<file path="config.mk">
export PLATFORM = sky130hd
export DESIGN_NAME = instr_ram_loader_flat
export DESIGN_NICKNAME = d
export VERILOG_FILES = /design/src/rtl/instr_ram_loader_if.sv /design/src/rtl/instr_ram_loader.sv /design/src/flat_wrapper.sv
export SDC_FILE = /design/constraint.sdc
export NUM_CORES = 1
export LEC_CHECK = 0
export CORE_MARGIN = 2
export CORE_UTILIZATION = 50
export CTS_CLUSTER_DIAMETER = 30
export DETAILED_ROUTE_END_ITERATION = 8
export DONT_BUFFER_PORTS = 1
export GPL_TIMING_DRIVEN = 0
export PLACE_DENSITY_LB_ADDON = 0.15
export SLEW_MARGIN = 40
export SYNTH_ARGS = -nofsm -noshare
export SYNTH_HDL_FRONTEND = slang
export SYNTH_SLANG_ARGS = --single-unit
</file>
<file path="constraint.sdc">
create_clock -name clk -period 2.1 [get_ports clk]
set_clock_uncertainty 0.15 [all_clocks]
set_input_delay 0.42 -clock clk [delete_from_list [all_inputs] [get_ports clk]]
set_output_delay 0.42 -clock clk [all_outputs]
set_load 0.05 [all_outputs]
</file>
<file path="src/rtl/instr_ram_loader_if.sv">
// Instruction RAM write/read port between the loader (master) and the RAM wrapper (slave).
interface instr_ram_loader_if #(
    parameter int unsigned ADDR_WIDTH = 16
);
    logic                  ram_en_o;
    logic [ADDR_WIDTH-1:0] ram_addr_o;
    logic [31:0]           ram_wdata_o;
    logic                  ram_we_o;
    logic [3:0]            ram_be_o;
    logic [31:0]           ram_rdata_i;

    modport master (
        output ram_en_o, ram_addr_o, ram_wdata_o, ram_we_o, ram_be_o,
        input  ram_rdata_i
    );

    modport slave (
        input  ram_en_o, ram_addr_o, ram_wdata_o, ram_we_o, ram_be_o,
        output ram_rdata_i
    );
endinterface

</file>
<file path="src/rtl/instr_ram_loader.sv">
// Packs a byte stream little-endian into 32-bit words and writes them sequentially to instruction RAM.
// Optional read-back verify after each write is enabled by defining LOADER_VERIFY_EN.
module instr_ram_loader #(
    parameter int unsigned RAM_SIZE   = 32768,
    parameter int unsigned ADDR_WIDTH = $clog2(RAM_SIZE) + 1,
    parameter int unsigned DATA_WIDTH = 32
) (
    input  logic                  clk,
    input  logic                  rst,
    input  logic                  start_i,
    input  logic [ADDR_WIDTH-1:0] base_addr_i,
    input  logic                  byte_valid_i,
    input  logic [7:0]            byte_i,
    input  logic                  byte_last_i,
    output logic                  byte_ready_o,
    output logic                  busy_o,
    output logic                  done_o,
    output logic                  err_o,
    output logic [ADDR_WIDTH-1:0] words_o,
    instr_ram_loader_if.master    ram
);
    localparam int unsigned LANES  = DATA_WIDTH / 8;
    localparam int unsigned LCNT_W = $clog2(LANES);

`ifdef LOADER_VERIFY_EN
    typedef enum logic [2:0] {
        S_IDLE = 3'd0, S_COLLECT = 3'd1, S_WRITE = 3'd2, S_VRD = 3'd3, S_VCMP = 3'd4, S_DONE = 3'd5
    } state_e;
`else
    typedef enum logic [2:0] {
        S_IDLE = 3'd0, S_COLLECT = 3'd1, S_WRITE = 3'd2, S_DONE = 3'd5
    } state_e;
`endif

    state_e                  state_q, state_d;
    logic [ADDR_WIDTH-1:0]   addr_q, addr_d;
    logic [ADDR_WIDTH-1:0]   words_q, words_d;
    logic [LCNT_W-1:0]       lcnt_q, lcnt_d;
    logic [DATA_WIDTH-1:0]   word_q, word_d;
    logic [LANES-1:0]        be_q, be_d;
    logic                    last_q, last_d;
    logic                    err_q, err_d;
    logic                    ready_q, ready_d;
    logic                    busy_q, busy_d;
    logic                    done_q, done_d;
    logic                    ram_en_q, ram_en_d;
    logic                    ram_we_q, ram_we_d;
    logic [ADDR_WIDTH-1:0]   ram_addr_q, ram_addr_d;
    logic [DATA_WIDTH-1:0]   ram_wdata_q, ram_wdata_d;
    logic [LANES-1:0]        ram_be_q, ram_be_d;
`ifdef LOADER_VERIFY_EN
    logic [DATA_WIDTH-1:0]   cmp_mask_c;
`else
    logic                    unused_rdata_c;
    assign unused_rdata_c = ^ram.ram_rdata_i;
`endif

    // Next-state and next-output logic; all outputs are registered from their _d values.
    always_comb begin
        state_d     = state_q;
        addr_d      = addr_q;
        words_d     = words_q;
        lcnt_d      = lcnt_q;
        word_d      = word_q;
        be_d        = be_q;
        last_d      = last_q;
        err_d       = err_q;
        ram_en_d    = 1'b0;
        ram_we_d    = 1'b0;
        ram_addr_d  = '0;
        ram_wdata_d = '0;
        ram_be_d    = '0;
`ifdef LOADER_VERIFY_EN
        cmp_mask_c  = '0;
        for (int i = 0; i < int'(LANES); i++) begin
            cmp_mask_c[i*8 +: 8] = {8{be_q[i]}};
        end
`endif

        case (state_q)
            S_IDLE: begin
                if (start_i) begin
                    addr_d  = {base_addr_i[ADDR_WIDTH-1:2], 2'b00};
                    words_d = '0;
                    err_d   = 1'b0;
                    lcnt_d  = '0;
                    word_d  = '0;
                    be_d    = '0;
                    last_d  = 1'b0;
                    state_d = S_COLLECT;
                end
            end
            S_COLLECT: begin
                if (byte_valid_i && ready_q) begin
                    for (int i = 0; i < int'(LANES); i++) begin
                        if (lcnt_q == LCNT_W'(i)) begin
                            word_d[i*8 +: 8] = byte_i;
                            be_d[i]          = 1'b1;
                        end
                    end
                    lcnt_d = lcnt_q + LCNT_W'(1);
                    last_d = byte_last_i;
                    if (lcnt_q == LCNT_W'(LANES - 1) || byte_last_i) begin
                        // Addresses at or above RAM_SIZE belong to the boot ROM and are never written.
                        if (addr_q >= ADDR_WIDTH'(RAM_SIZE)) begin
                            err_d   = 1'b1;
                            state_d = S_DONE;
                        end else begin
                            ram_en_d    = 1'b1;
                            ram_we_d    = 1'b1;
                            ram_addr_d  = addr_q;
                            ram_wdata_d = word_d;
                            ram_be_d    = be_d;
                            state_d     = S_WRITE;
                        end
                    end
                end
            end
            S_WRITE: begin
                addr_d  = addr_q + ADDR_WIDTH'(4);
                words_d = words_q + ADDR_WIDTH'(1);
`ifdef LOADER_VERIFY_EN
                ram_en_d   = 1'b1;
                ram_addr_d = addr_q;
                ram_be_d   = '1;
                state_d    = S_VRD;
`else
                lcnt_d  = '0;
                word_d  = '0;
                be_d    = '0;
                state_d = last_q ? S_DONE : S_COLLECT;
`endif
            end
`ifdef LOADER_VERIFY_EN
            S_VRD: begin
                state_d = S_VCMP;
            end
            S_VCMP: begin
                lcnt_d = '0;
                word_d = '0;
                be_d   = '0;
                if (|((ram.ram_rdata_i ^ word_q) & cmp_mask_c)) begin
                    err_d   = 1'b1;
                    state_d = S_DONE;
                end else begin
                    state_d = last_q ? S_DONE : S_COLLECT;
                end
            end
`endif
            S_DONE: begin
                state_d = S_IDLE;
            end
            default: begin
                state_d = S_IDLE;
            end
        endcase

        ready_d = (state_d == S_COLLECT);
        busy_d  = (state_d != S_IDLE) && (state_d != S_DONE);
        done_d  = (state_d == S_DONE);
    end

    always_ff @(posedge clk) begin
        if (rst) begin
            state_q     <= S_IDLE;
            addr_q      <= '0;
            words_q     <= '0;
            lcnt_q      <= '0;
            word_q      <= '0;
            be_q        <= '0;
            last_q      <= 1'b0;
            err_q       <= 1'b0;
            ready_q     <= 1'b0;
            busy_q      <= 1'b0;
            done_q      <= 1'b0;
            ram_en_q    <= 1'b0;
            ram_we_q    <= 1'b0;
            ram_addr_q  <= '0;
            ram_wdata_q <= '0;
            ram_be_q    <= '0;
        end else begin
            state_q     <= state_d;
            addr_q      <= addr_d;
            words_q     <= words_d;
            lcnt_q      <= lcnt_d;
            word_q      <= word_d;
            be_q        <= be_d;
            last_q      <= last_d;
            err_q       <= err_d;
            ready_q     <= ready_d;
            busy_q      <= busy_d;
            done_q      <= done_d;
            ram_en_q    <= ram_en_d;
            ram_we_q    <= ram_we_d;
            ram_addr_q  <= ram_addr_d;
            ram_wdata_q <= ram_wdata_d;
            ram_be_q    <= ram_be_d;
        end
    end

    assign byte_ready_o    = ready_q;
    assign busy_o          = busy_q;
    assign done_o          = done_q;
    assign err_o           = err_q;
    assign words_o         = words_q;
    assign ram.ram_en_o    = ram_en_q;
    assign ram.ram_we_o    = ram_we_q;
    assign ram.ram_addr_o  = ram_addr_q;
    assign ram.ram_wdata_o = ram_wdata_q;
    assign ram.ram_be_o    = ram_be_q;
endmodule

</file>
<file path="src/flat_wrapper.sv">
// flat-port wrapper written by rule: the top's interface ports become plain ports
module instr_ram_loader_flat 
#(
    parameter int unsigned RAM_SIZE   = 32768,
    parameter int unsigned ADDR_WIDTH = $clog2(RAM_SIZE) + 1,
    parameter int unsigned DATA_WIDTH = 32
)
  (clk, rst, start_i, base_addr_i, byte_valid_i, byte_i, byte_last_i, byte_ready_o, busy_o, done_o, err_o, words_o, ram_ram_en_o, ram_ram_addr_o, ram_ram_wdata_o, ram_ram_we_o, ram_ram_be_o, ram_ram_rdata_i);
  instr_ram_loader_if #(.ADDR_WIDTH(ADDR_WIDTH)) ram_i ();
  input  logic clk;
  input  logic rst;
  input  logic start_i;
  input  logic [ADDR_WIDTH-1:0] base_addr_i;
  input  logic byte_valid_i;
  input  logic [7:0] byte_i;
  input  logic byte_last_i;
  output logic byte_ready_o;
  output logic busy_o;
  output logic done_o;
  output logic err_o;
  output logic [ADDR_WIDTH-1:0] words_o;
  output wire logic [$bits(ram_i.ram_en_o)-1:0] ram_ram_en_o;
  output wire logic [$bits(ram_i.ram_addr_o)-1:0] ram_ram_addr_o;
  output wire logic [$bits(ram_i.ram_wdata_o)-1:0] ram_ram_wdata_o;
  output wire logic [$bits(ram_i.ram_we_o)-1:0] ram_ram_we_o;
  output wire logic [$bits(ram_i.ram_be_o)-1:0] ram_ram_be_o;
  input wire logic [$bits(ram_i.ram_rdata_i)-1:0] ram_ram_rdata_i;
  assign ram_ram_en_o = ram_i.ram_en_o;
  assign ram_ram_addr_o = ram_i.ram_addr_o;
  assign ram_ram_wdata_o = ram_i.ram_wdata_o;
  assign ram_ram_we_o = ram_i.ram_we_o;
  assign ram_ram_be_o = ram_i.ram_be_o;
  assign ram_i.ram_rdata_i = ram_ram_rdata_i;
  instr_ram_loader #(.RAM_SIZE(RAM_SIZE), .ADDR_WIDTH(ADDR_WIDTH), .DATA_WIDTH(DATA_WIDTH)) u_core (.clk(clk), .rst(rst), .start_i(start_i), .base_addr_i(base_addr_i), .byte_valid_i(byte_valid_i), .byte_i(byte_i), .byte_last_i(byte_last_i), .byte_ready_o(byte_ready_o), .busy_o(busy_o), .done_o(done_o), .err_o(err_o), .words_o(words_o), .ram(ram_i));
endmodule
</file>
* Word level (Yosys, flattened, before mapping)
Index checks and enable logic that the tools add are counted.
** Word-level totals
- Input port bits :: 61
- Logic and storage cells :: 84
- Output and inout port bits :: 74
- Flip-flop bits (word level) :: 131
** Operators by class
- $add $sub $neg :: 3
- Order comparisons :: 1
- Reduce and logical (&&, ||, !) cells :: 15
- Mux-type cells :: 35
- Equality and inequality tests :: 12
- Bitwise operators :: 3
** Operators with widths (number)
- $pmux W32 S3 :: 1
- $mux W32 :: 2
- $pmux W16 S2 :: 2
- $mux W16 :: 2
- $mux W8 :: 4
- $add A16 B1 Y16 const B :: 1
- $add A16 B3 Y16 const B :: 1
- $ge A16 B16 Y1 const B :: 1
- $mux W3 :: 5
- $pmux W4 S3 :: 1
- $mux W1 :: 10
- $pmux W3 S3 :: 1
- $mux W4 :: 2
- $eq A3 B1 Y1 const B :: 2
- $ne A2 B1 Y1 const B :: 3
- $pmux W2 S3 :: 1
- $reduce_and A3 Y1 :: 2
- $reduce_bool A3 Y1 :: 2
- $reduce_and A5 Y1 :: 1
- $reduce_or A5 Y1 :: 1
- $eq A2 B2 Y1 const B :: 2
- $mux W2 :: 2
- $pmux W1 S2 :: 2
- $reduce_bool A2 Y1 :: 2
- 13 further kinds :: 16

* Longest topological paths before layout
Gate-level depths: netlist of run 1.
- Word-level depth :: 7
- Gate-level depth with buffers :: 7
- Mapped depth without buffers :: 6

* Least setup slack after synthesis of run 1
OpenSTA, ideal clock, no wires.
- Path kind :: register -> register
- From :: register u_core.words_q[4], in the netlist u_core.words_o[4]
- To :: register u_core.words_q[15], in the netlist u_core.words_o[15]
- Stages on the path, launching flop included :: 6
- Path buffers :: 1
- Arrival :: 1.850 ns
- Required time :: 1.880 ns
- Slack :: 0.029 ns
- Period minus slack after synthesis :: 2.071 ns
- Setup time :: 0.070 ns
- Cells stage by stage :: dfxtp_1 and3_1 clkbuf_1 nand4_1 or3_1 a21oi_1
** On the way
- Word-level cells in the longest chain between the ends :: 2
** Ends and longest elaborated chain
- start, declared :: line instr_ram_loader.sv:37 : logic [ADDR_WIDTH-1:0] words_q, words_d;
- start signal, assigned :: line instr_ram_loader.sv:184 : words_q <= words_d;
- $add A16 B1 Y16 :: line instr_ram_loader.sv:121 : words_d = words_q + ADDR_WIDTH'(1);
- $pmux W16 S2 :: line instr_ram_loader.sv:80 : case (state_q)
Every way passes these cells.
A chain may end at the register's enable or synchronous reset.

==> results.sh, run 1 <==
export IMPL_coreArea_um2=9770
export IMPL_synth_most_common_cell="dfxtp_1"
export IMPL_grtUsageTotal_pct=24.2
export IMPL_cts_tree="built"
export IMPL_cts_htree_levels=4
export IMPL_start_util_pct=51.6
export IMPL_status="finished clean"
export IMPL_setup_viol=0
export IMPL_finalCritPeriodShare_pct=95.7
export IMPL_slew_headroom_pct=55.9
export IMPL_worstSetupStartpointType="register"
export IMPL_drt_pass1_iter_count=5
export IMPL_root_buffer="clkbuf_8"
export IMPL_grt_start_max_net_pins=17
export IMPL_syn_to_final_growth_pct=19.3
export IMPL_grt_pass1_wl_mm=21.1
export IMPL_path_buf_inv=1
export IMPL_max_freq_mhz=497
export IMPL_critPathSlowestCell="dfxtp_1"
export IMPL_hold_class="input port to register"
export IMPL_synth_warnings=0
export IMPL_wl_per_cell_um=17.2
export IMPL_crit_required_ns=1.53
export IMPL_drt_iter0_drc=420
export IMPL_cellLeakagePower_nw=2.17
export IMPL_overflow=0
export IMPL_vias_per_cell=5.75
export IMPL_finalHoldViolCount=0
export IMPL_worstReg2RegStart="u_core.words_o[10]"
export IMPL_drive_gt1_share_pct=12.3
export IMPL_synth_edff_count=0
export IMPL_grt_setup_unrepaired="false"
export IMPL_startpoint="u_core.ram.ram_en_o"
export IMPL_placed_cell_area_um2=5220
export IMPL_yosys_area_top_type="dfxtp_1"
export IMPL_final_max_slew_viol_count=0
export IMPL_worstHoldPathCells=3
export IMPL_place_gp_congestion=0.860
export IMPL_ys_flop_type="dfxtp_1"
export IMPL_final_cell_area_um2=6010
export IMPL_avgSynthCellArea_um2=8.80
export IMPL_fin_crit_ns=2.01
export IMPL_cts_sinks=127
export IMPL_crit_family="flip-flops"
export IMPL_p_per_area_nw_per_um2=949
export IMPL_cts_max_path_buffers=2
export IMPL_row_count=36
export IMPL_finalHoldWorstSlack_ns=0.113
export IMPL_insertion_delay_ns=0.52
export IMPL_path_cells="buf_4"
export IMPL_clk_pin_slew_ns=0.06
export IMPL_nNetsFinal=673
export IMPL_antenna_found_initial=0
export IMPL_ant_nets=0
export IMPL_ys_seq_area_share_pct=50.4
export IMPL_antennaDiodeCount=0
export IMPL_cts_made_buffers=17
export IMPL_critPathCapture="ram_ram_we_o"
export IMPL_vias=4321
export IMPL_synth_async_sr_flop_share_pct=0
export IMPL_netlist_area_um2=5040
export IMPL_worstPathArrival_ns=1.44
export IMPL_r2r_slack_ns=0.10
export IMPL_die_y_um=104
export IMPL_peakVddDrop_uv=458
export IMPL_drc=0
export IMPL_die_area_um2=10900
export IMPL_layout_setup_ws_ns=0.0897
export IMPL_pre_cts_ws_ns=-0.233
export IMPL_syn_inst=573
export IMPL_routed_wirelength_mm=12.9
export IMPL_synthTopCellsByArea="dfxtp_1 (50%), mux2i_1 (6.6%), a21oi_1 (6.1%)"
export IMPL_worstRegToRegCells=4
export IMPL_chipWidth_um=104
export IMPL_total_power_mw=5.71
export IMPL_synth_top_cell_area_share_pct=50.4
export IMPL_max_stage_delay_ns=0.63
export IMPL_grt_pass1_vias=4172
export IMPL_synth_commonest_cells="dfxtp_1 (127), nor2_1 (67), a21oi_1 (61)"
export IMPL_hpwl_mm=8.45
export IMPL_r2r_end="u_core.words_o[15]"
export IMPL_critPathKind="register to output port"
export IMPL_tns_ns=0
export IMPL_ios=135
export IMPL_path_max_fanout=2
export IMPL_synth_cell_types=48
export IMPL_port_buffers=0
export IMPL_critPathCaptureType="output port"
export IMPL_cp_depth=1
export IMPL_drv_cap=0
export IMPL_worst_pin_slew_ns=0.661
export IMPL_yosys_register_bits=127
## report_power, final
part,switching [mW],internal [mW]
Clock,1.04,1.90
Combinational,0.183,0.0970
Sequential,0.0526,2.44
## worst min path at each step
stage / startpoint / to
floorplan: u_core.last_q / u_core.last_q
global placement: u_core.last_q / u_core.last_q
detailed placement: u_core.word_q[25] / u_core.word_q[25]
CTS: byte_last_i / u_core.state_q[0]
global route: byte_valid_i / u_core.lcnt_q[1]
finish: byte_last_i / u_core.state_q[0]
## area by class of cell
| type | count | area, um2 |
|---|---|---|
| Timing Repair Buffer | 17 | 165 |
| Buffer | 46 | 210 |
| Inverter | 9 | 33.8 |
| Tap cell | 133 | 166 |
| Clock inverter | 10 | 135 |
| Multi-Input combinational cell | 387 | 2280 |
| Fill cell | 866 | 3760 |
| Clock buffer | 22 | 463 |
| Sequential cell | 127 | 2560 |
## routing by layer
| metal | part of all wire [%] | vias up | global-route usage [%] |
|---|---|---|---|
| li1 | - | 2063 | - |
| met1 | 45 | 2058 | 32.3 |
| met2 | 47 | 177 | 38.4 |
| met3 | 6.8 | 23 | 5.70 |
| met4 | 1.6 | 0 | 8.69 |
| met5 | 0 | - | 0 |
## sequential cells by signal (all words and copies together) (netlist names)
signal and flops:
u_core.addr_q 14, u_core.be_q 4, u_core.busy_o 1, u_core.byte_ready_o 1, u_core.done_o 1, u_core.err_o 1, u_core.last_q 1, u_core.lcnt_q 2
u_core.ram.ram_addr_o 14, u_core.ram.ram_be_o 4, u_core.ram.ram_en_o 1, u_core.ram.ram_wdata_o 32, u_core.state_q 3, u_core.word_q 32, u_core.words_o 16
## layout by cell type, fill, tap and decap left out, types with 8 or more instances in the layout
master         netlist  final
and3_1              13     12
dfxtp_1            127    115
o21ai_0              9      9
inv_1                9      8
nor2_1              67     65
clkbuf_1            34     20
dlygate4sd3_1        0     15
nand3_1             47     47
a31oi_1              9      9
clkbuf_2             0     10
and2_1              14     14
dfxtp_2              0     10
clkbuf_16            0     16
buf_2                9      8
mux2i_1             33     33
nand4_1             11     11
a21oi_1             61     61
nand2_1             48     46
## metrics by stage
stage,cells,util [%]
global placement,708,53.4
floorplan,575,-
CTS,756,61.4
detailed placement,708,53.4
finish,751,61.5
global route,751,61.5
## kinds of logic (layout without fill, tap and decap cells)
family	Yosys count	after routing	synth area share (%)
DFF	127	127	50.4
muxes	33	33	6.55
and+or+nand+nor	232	232	23.0
xor gates and xnor gates	2	2	0.347
buffers and inverters	61	104	4.99
AOI/OAI and AO/OA	110	110	12.9
other	1	3	0.0744
adders and majority gates	7	7	1.74
## repair_timing
item,CTS,global route
buffers inserted,2,0
setup endpoints to repair,67,86
gates resized for setup,17,23
hold buffers,15,0
hold endpoints to repair,15,0
pin swaps,1,0
No activity file was read; power rests on OpenSTA's default activity.
==> inputs of run 2 (changes only) <==
--- a/config.mk
+++ b/config.mk
@@ -6,7 +6,7 @@
 export NUM_CORES = 1
 export LEC_CHECK = 0
 export CORE_MARGIN = 2
-export CORE_UTILIZATION = 50
+export CORE_UTILIZATION = 55
 export CTS_CLUSTER_DIAMETER = 30
 export DETAILED_ROUTE_END_ITERATION = 8
 export DONT_BUFFER_PORTS = 1
==> results.sh, run 2 (synthesis gave the netlist of run 1 again) <==
export IMPL_status="finished clean"
export IMPL_stdcell_count=728
export IMPL_slew_headroom_pct=54.1
export IMPL_tns_ns=0
export IMPL_insertion_delay_ns=0.51
export IMPL_drv_cap=0
export IMPL_max_stage_delay_ns=0.63
export IMPL_final_max_slew_viol_count=0
export IMPL_cts_made_buffers=17
export IMPL_start_util_pct=57.3
export IMPL_path_cells="buf_4"
export IMPL_r2r_end="u_core.addr_q[11]"
export IMPL_grt_pass1_wl_mm=20.4
export IMPL_critPathSlowestCell="dfxtp_1"
export IMPL_coreArea_um2=8810
export IMPL_finalHoldWorstSlack_ns=0.123
export IMPL_cts_sinks=127
export IMPL_clock_power_share_pct=50.6
export IMPL_place_gp_congestion=0.891
export IMPL_placed_cell_area_um2=5180
export IMPL_worstHoldPathCells=3
export IMPL_most_common_layout_cells="dfxtp_1 (115), nor2_1 (65), a21oi_1 (61)"
export IMPL_hpwl_mm=8.18
export IMPL_vias=4325
export IMPL_nNetsFinal=675
export IMPL_r2r_slack_ns=0.1
export IMPL_fin_crit_ns=2.00
export IMPL_path_buf_inv=1
export IMPL_worstReg2RegStart="u_core.state_q[0]"
export IMPL_final_cell_area_um2=5970
export IMPL_final_common_cell="dfxtp_1"
export IMPL_hold_class="input port to register"
export IMPL_overflow=0
export IMPL_die_y_um=99.8
export IMPL_power_combinational_fraction_pct=5.0
export IMPL_ant_nets=0
export IMPL_critPathKind="register to output port"
export IMPL_dp_cells=683
export IMPL_vias_per_cell=5.94
export IMPL_cts_htree_levels=4
export IMPL_routed_wirelength_mm=12.4
export IMPL_grtUsageTotal_pct=25.9
export IMPL_critPathCaptureType="output port"
export IMPL_peakVddDrop_uv=524
export IMPL_clk_pin_slew_ns=0.06
export IMPL_power_switching_mw=1.31
export IMPL_worstPathArrival_ns=1.43
export IMPL_setup_viol=0
export IMPL_cts_tree="built"
export IMPL_hp_start="byte_last_i"
export IMPL_max_freq_mhz=499
export IMPL_ios=135
export IMPL_intPower_mw=4.29
export IMPL_syn_to_final_growth_pct=18.4
export IMPL_drc=0
export IMPL_total_power_mw=5.60
export IMPL_cellLeakagePower_nw=2.16
export IMPL_path_max_fanout=2
export IMPL_cts_max_path_buffers=2
export IMPL_holdPathEnd="u_core.state_q[0]"
export IMPL_grt_pass1_vias=4043
export IMPL_worstSetupStartpointType="register"
export IMPL_drive_gt1_share_pct=12.7
export IMPL_layout_setup_ws_ns=0.0972
export IMPL_finalHoldViolCount=0
export IMPL_root_buffer="clkbuf_8"
export IMPL_chipWidth_um=99.8
export IMPL_pre_cts_ws_ns=-0.174
export IMPL_drt_pass1_iter_count=5
export IMPL_worst_pin_slew_ns=0.687
export IMPL_port_buffers=0
export IMPL_finalCritPeriodShare_pct=95.4
export IMPL_die_area_um2=9950
export IMPL_drt_iter0_drc=248
export IMPL_row_count=34
export IMPL_antennaDiodeCount=0
export IMPL_wl_per_cell_um=17.0
export IMPL_switching_share_pct=23.4
export IMPL_p_per_area_nw_per_um2=938
export IMPL_worstRegToRegCells=6
export IMPL_seqPwrFrac_pct=44.5
export IMPL_grt_start_max_net_pins=17
export IMPL_antenna_found_initial=0
export IMPL_final_core_util_pct=67.8
export IMPL_crit_required_ns=1.53
export IMPL_crit_family="flip-flops"
## run 2: changes by cell type in the layout (fill, tap and decap cells not counted)
cell        before  now
clkinvlp_4       1    3
inv_6            0    2
buf_2            8    9
bufinv_16        3    2
clkbuf_1        20   19
clkbuf_2        10   11
clkbuf_4         1    0
clkbuf_8         4    3
o311ai_0         1    2
o311ai_1         1    0
## run 2: what timing repair did
action                                 in CTS  in global routing
gates resized for setup                    12                 30
endpoints found under the hold margin      15                  0
pin swaps                                   1                  1
setup endpoints to repair                  56                105
hold buffers                               15                  0
buffers inserted                            2                  0
## run 2: layer usage
metal	wire, um	track usage, %	share of wire [%]	up-vias
met5	0	0	0	-
met1	5820	35.9	47	2074
met3	729	6.39	5.9	10
li1	-	-	-	2075
met4	85	8.11	0.69	0
met2	5730	40.0	46	166
## run 2: worst max-delay path by stage
stage,endpoint,cells past startpoint,startpoint
2_1_floorplan,u_core.words_o[15],5,u_core.words_o[4]
3_3_place_gp,u_core.words_o[15],5,u_core.words_o[4]
3_5_place_dp,u_core.words_o[15],5,u_core.words_o[4]
4_1_cts,u_core.ram.ram_addr_o[11],6,u_core.state_q[0]
5_1_grt,u_core.addr_q[3],6,u_core.state_q[0]
6_report,ram_ram_we_o,1,u_core.ram.ram_en_o
## run 2: area by class of cell
class	count	area, um2
Buffer	48	216
Clock inverter	13	138
Sequential cell	127	2560
Timing Repair Buffer	17	165
Tap cell	108	135
Multi-Input combinational cell	387	2280
Inverter	9	33.8
Clock buffer	19	442
Fill cell	719	2840
## run 2: power groups by stage
stage	combinational [mW]	clock [mW]	sequential [mW]
CTS	0.269	2.85	2.49
global placement	0.237	0	2.54
finish	0.278	2.83	2.49
floorplan	0.177	0	2.53
detailed placement	0.240	0	2.54
global route	0.304	2.97	2.49
==> inputs of run 3 (changes only) <==
--- a/config.mk
+++ b/config.mk
@@ -5,7 +5,8 @@
 export SDC_FILE = /design/constraint.sdc
 export NUM_CORES = 1
 export LEC_CHECK = 0
-export CORE_MARGIN = 2
+export CORE_ASPECT_RATIO = 1.5
+export CORE_MARGIN = 8
 export CORE_UTILIZATION = 55
 export CTS_CLUSTER_DIAMETER = 30
 export DETAILED_ROUTE_END_ITERATION = 8
==> results.sh, run 3 (synthesis gave the netlist of run 1 again) <==
export IMPL_cts_made_buffers=17
export IMPL_worstReg2RegStart="u_core.state_q[0]"
export IMPL_syn_to_final_growth_pct=16.9
export IMPL_ant_nets=0
export IMPL_grt_pass1_wl_mm=20.6
export IMPL_crit_required_ns=2.29
export IMPL_vias_per_cell=5.75
export IMPL_root_buffer="clkbuf_16"
export IMPL_finalHoldViolCount=0
export IMPL_drive_gt1_share_pct=12.5
export IMPL_path_max_fanout=10
export IMPL_cp_depth=6
export IMPL_grt_setup_unrepaired="false"
export IMPL_worstRegToRegCells=6
export IMPL_port_buffers=0
export IMPL_most_common_layout_cells="dfxtp_1 (115), nor2_1 (65), a21oi_1 (61)"
export IMPL_cellLeakagePower_nw=2.12
export IMPL_die_y_um=133
export IMPL_placed_cell_area_um2=5190
export IMPL_critPathKind="register to register"
export IMPL_status="finished clean"
export IMPL_drv_cap=0
export IMPL_final_max_slew_viol_count=0
export IMPL_final_core_util_pct=64.8
export IMPL_insertion_delay_ns=0.41
export IMPL_crit_family="simple AND/OR/NAND/NOR gates"
export IMPL_cts_sinks=127
export IMPL_max_stage_delay_ns=0.51
export IMPL_antenna_found_initial=0
export IMPL_finalCritPeriodShare_pct=93.9
export IMPL_coreArea_um2=9090
export IMPL_hpwl_mm=9.18
export IMPL_critPathCaptureType="register"
export IMPL_hold_class="input port to register"
export IMPL_start_util_pct=55.5
export IMPL_layout_setup_ws_ns=0.129
export IMPL_vias=4131
export IMPL_critPathCapture="u_core.ram.ram_wdata_o[1]"
export IMPL_worstSetupStartpointType="register"
export IMPL_worst_pin_slew_ns=0.668
export IMPL_grt_pass1_vias=4060
export IMPL_chipWidth_um=94.2
export IMPL_pre_cts_ws_ns=-0.229
export IMPL_place_gp_congestion=0.804
export IMPL_slew_headroom_pct=55.4
export IMPL_fin_crit_ns=1.97
export IMPL_routed_wirelength_mm=12.7
export IMPL_r2r_end="u_core.ram.ram_wdata_o[1]"
export IMPL_die_area_um2=12600
export IMPL_r2r_slack_ns=0.13
export IMPL_overflow=0
export IMPL_final_common_cell="dfxtp_1"
export IMPL_antennaDiodeCount=0
export IMPL_cts_htree_levels=4
export IMPL_nNetsFinal=661
export IMPL_path_cells="buf_2 -> or3b_2 -> nor2_2 -> nand2_2 -> clkbuf_2 -> nor2_1"
export IMPL_drc=0
export IMPL_drt_iter0_drc=233
export IMPL_drt_pass1_iter_count=5
export IMPL_clk_pin_slew_ns=0.06
export IMPL_startpoint="u_core.state_q[0]"
export IMPL_worstPathArrival_ns=2.16
export IMPL_grtUsageTotal_pct=20.9
export IMPL_critPathSlowestCell="or3b_2"
export IMPL_p_per_area_nw_per_um2=993
export IMPL_peakVddDrop_uv=712
export IMPL_cts_max_path_buffers=2
export IMPL_row_count=43
export IMPL_fillers=818
export IMPL_wl_per_cell_um=17.7
export IMPL_max_freq_mhz=507
export IMPL_cts_tree="built"
export IMPL_grt_start_max_net_pins=17
export IMPL_finalHoldWorstSlack_ns=0.0153
export IMPL_path_buf_inv=2
export IMPL_ios=135
export IMPL_setup_viol=0
export IMPL_final_cell_area_um2=5890
==> run 3: worst register-to-register path: cells and delay by family, from the launching register on <==
kind	cells	cell delay (ns)
flip-flops	1	0.30
AND/OR/NAND/NOR	4	1.00
buffers and inverters	2	0.45
==> run 3: how the worst min path moves through the flow <==
| stage | startpoint | to | slack (ns) | cells past startpoint |
|---|---|---|---|---|
| global placement | u_core.last_q | u_core.last_q | 0.30 | 2 |
| global route | base_addr_i[11] | u_core.addr_q[11] | 0.005 | 2 |
| finish | base_addr_i[11] | u_core.addr_q[11] | 0.02 | 2 |
| detailed placement | u_core.word_q[18] | u_core.word_q[18] | 0.31 | 2 |
| CTS | base_addr_i[11] | u_core.addr_q[11] | 0.0004 | 2 |
| floorplan | u_core.last_q | u_core.last_q | 0.28 | 2 |
==> run 3: area by class of cell <==
class	instances	area (um2)	share of cell area, %
Buffer	48	218	3.69
Clock buffer	19	453	7.69
Clock inverter	13	186	3.16
Inverter	9	33.8	0.573
Multi-Input combinational cell	387	2270	38.5
Sequential cell	127	2560	43.5
Tap cell	112	140	2.38
Timing Repair Buffer	3	27.5	0.467
==> run 3: what timing repair did <==
action | 4_1_cts | 5_1_grt
hold endpoints to repair | 2 | 0
buffers inserted | 1 | 0
hold buffers | 2 | 0
gates cloned | 0 | 0
pin swaps | 1 | 0
endpoints found under the setup margin | 74 | 104
gates resized for setup | 15 | 28
==> run 3: report_power, final <==
| group | internal, mW | switching (mW) | leakage [nW] |
|---|---|---|---|
| combinational | 0.0780 | 0.171 | 0.789 |
| sequential | 2.44 | 0.0527 | 1.03 |
| clock | 2.05 | 1.06 | 0.302 |
| total | 4.56 | 1.29 | 2.12 |
==> run 3: through the flow <==
step,instances,setup TNS (ns),total power [mW]
3_5_place_dp,687,-7.62,2.79
2_1_floorplan,575,0,2.71
6_report,718,0,5.85
5_1_grt,718,0,6.03
4_1_cts,722,0,5.89
3_3_place_gp,687,-5.17,2.78
==> run 3: metal layers <==
metal / GRT usage, % / share of wire, % / vias to the layer above
met5: 0 / 0 / -
met4: 9.30 / 2.1 / 0
met3: 7.43 / 6.6 / 22
met2: 36.0 / 53 / 125
met1: 21.8 / 38 / 1942
li1: - / - / 2042
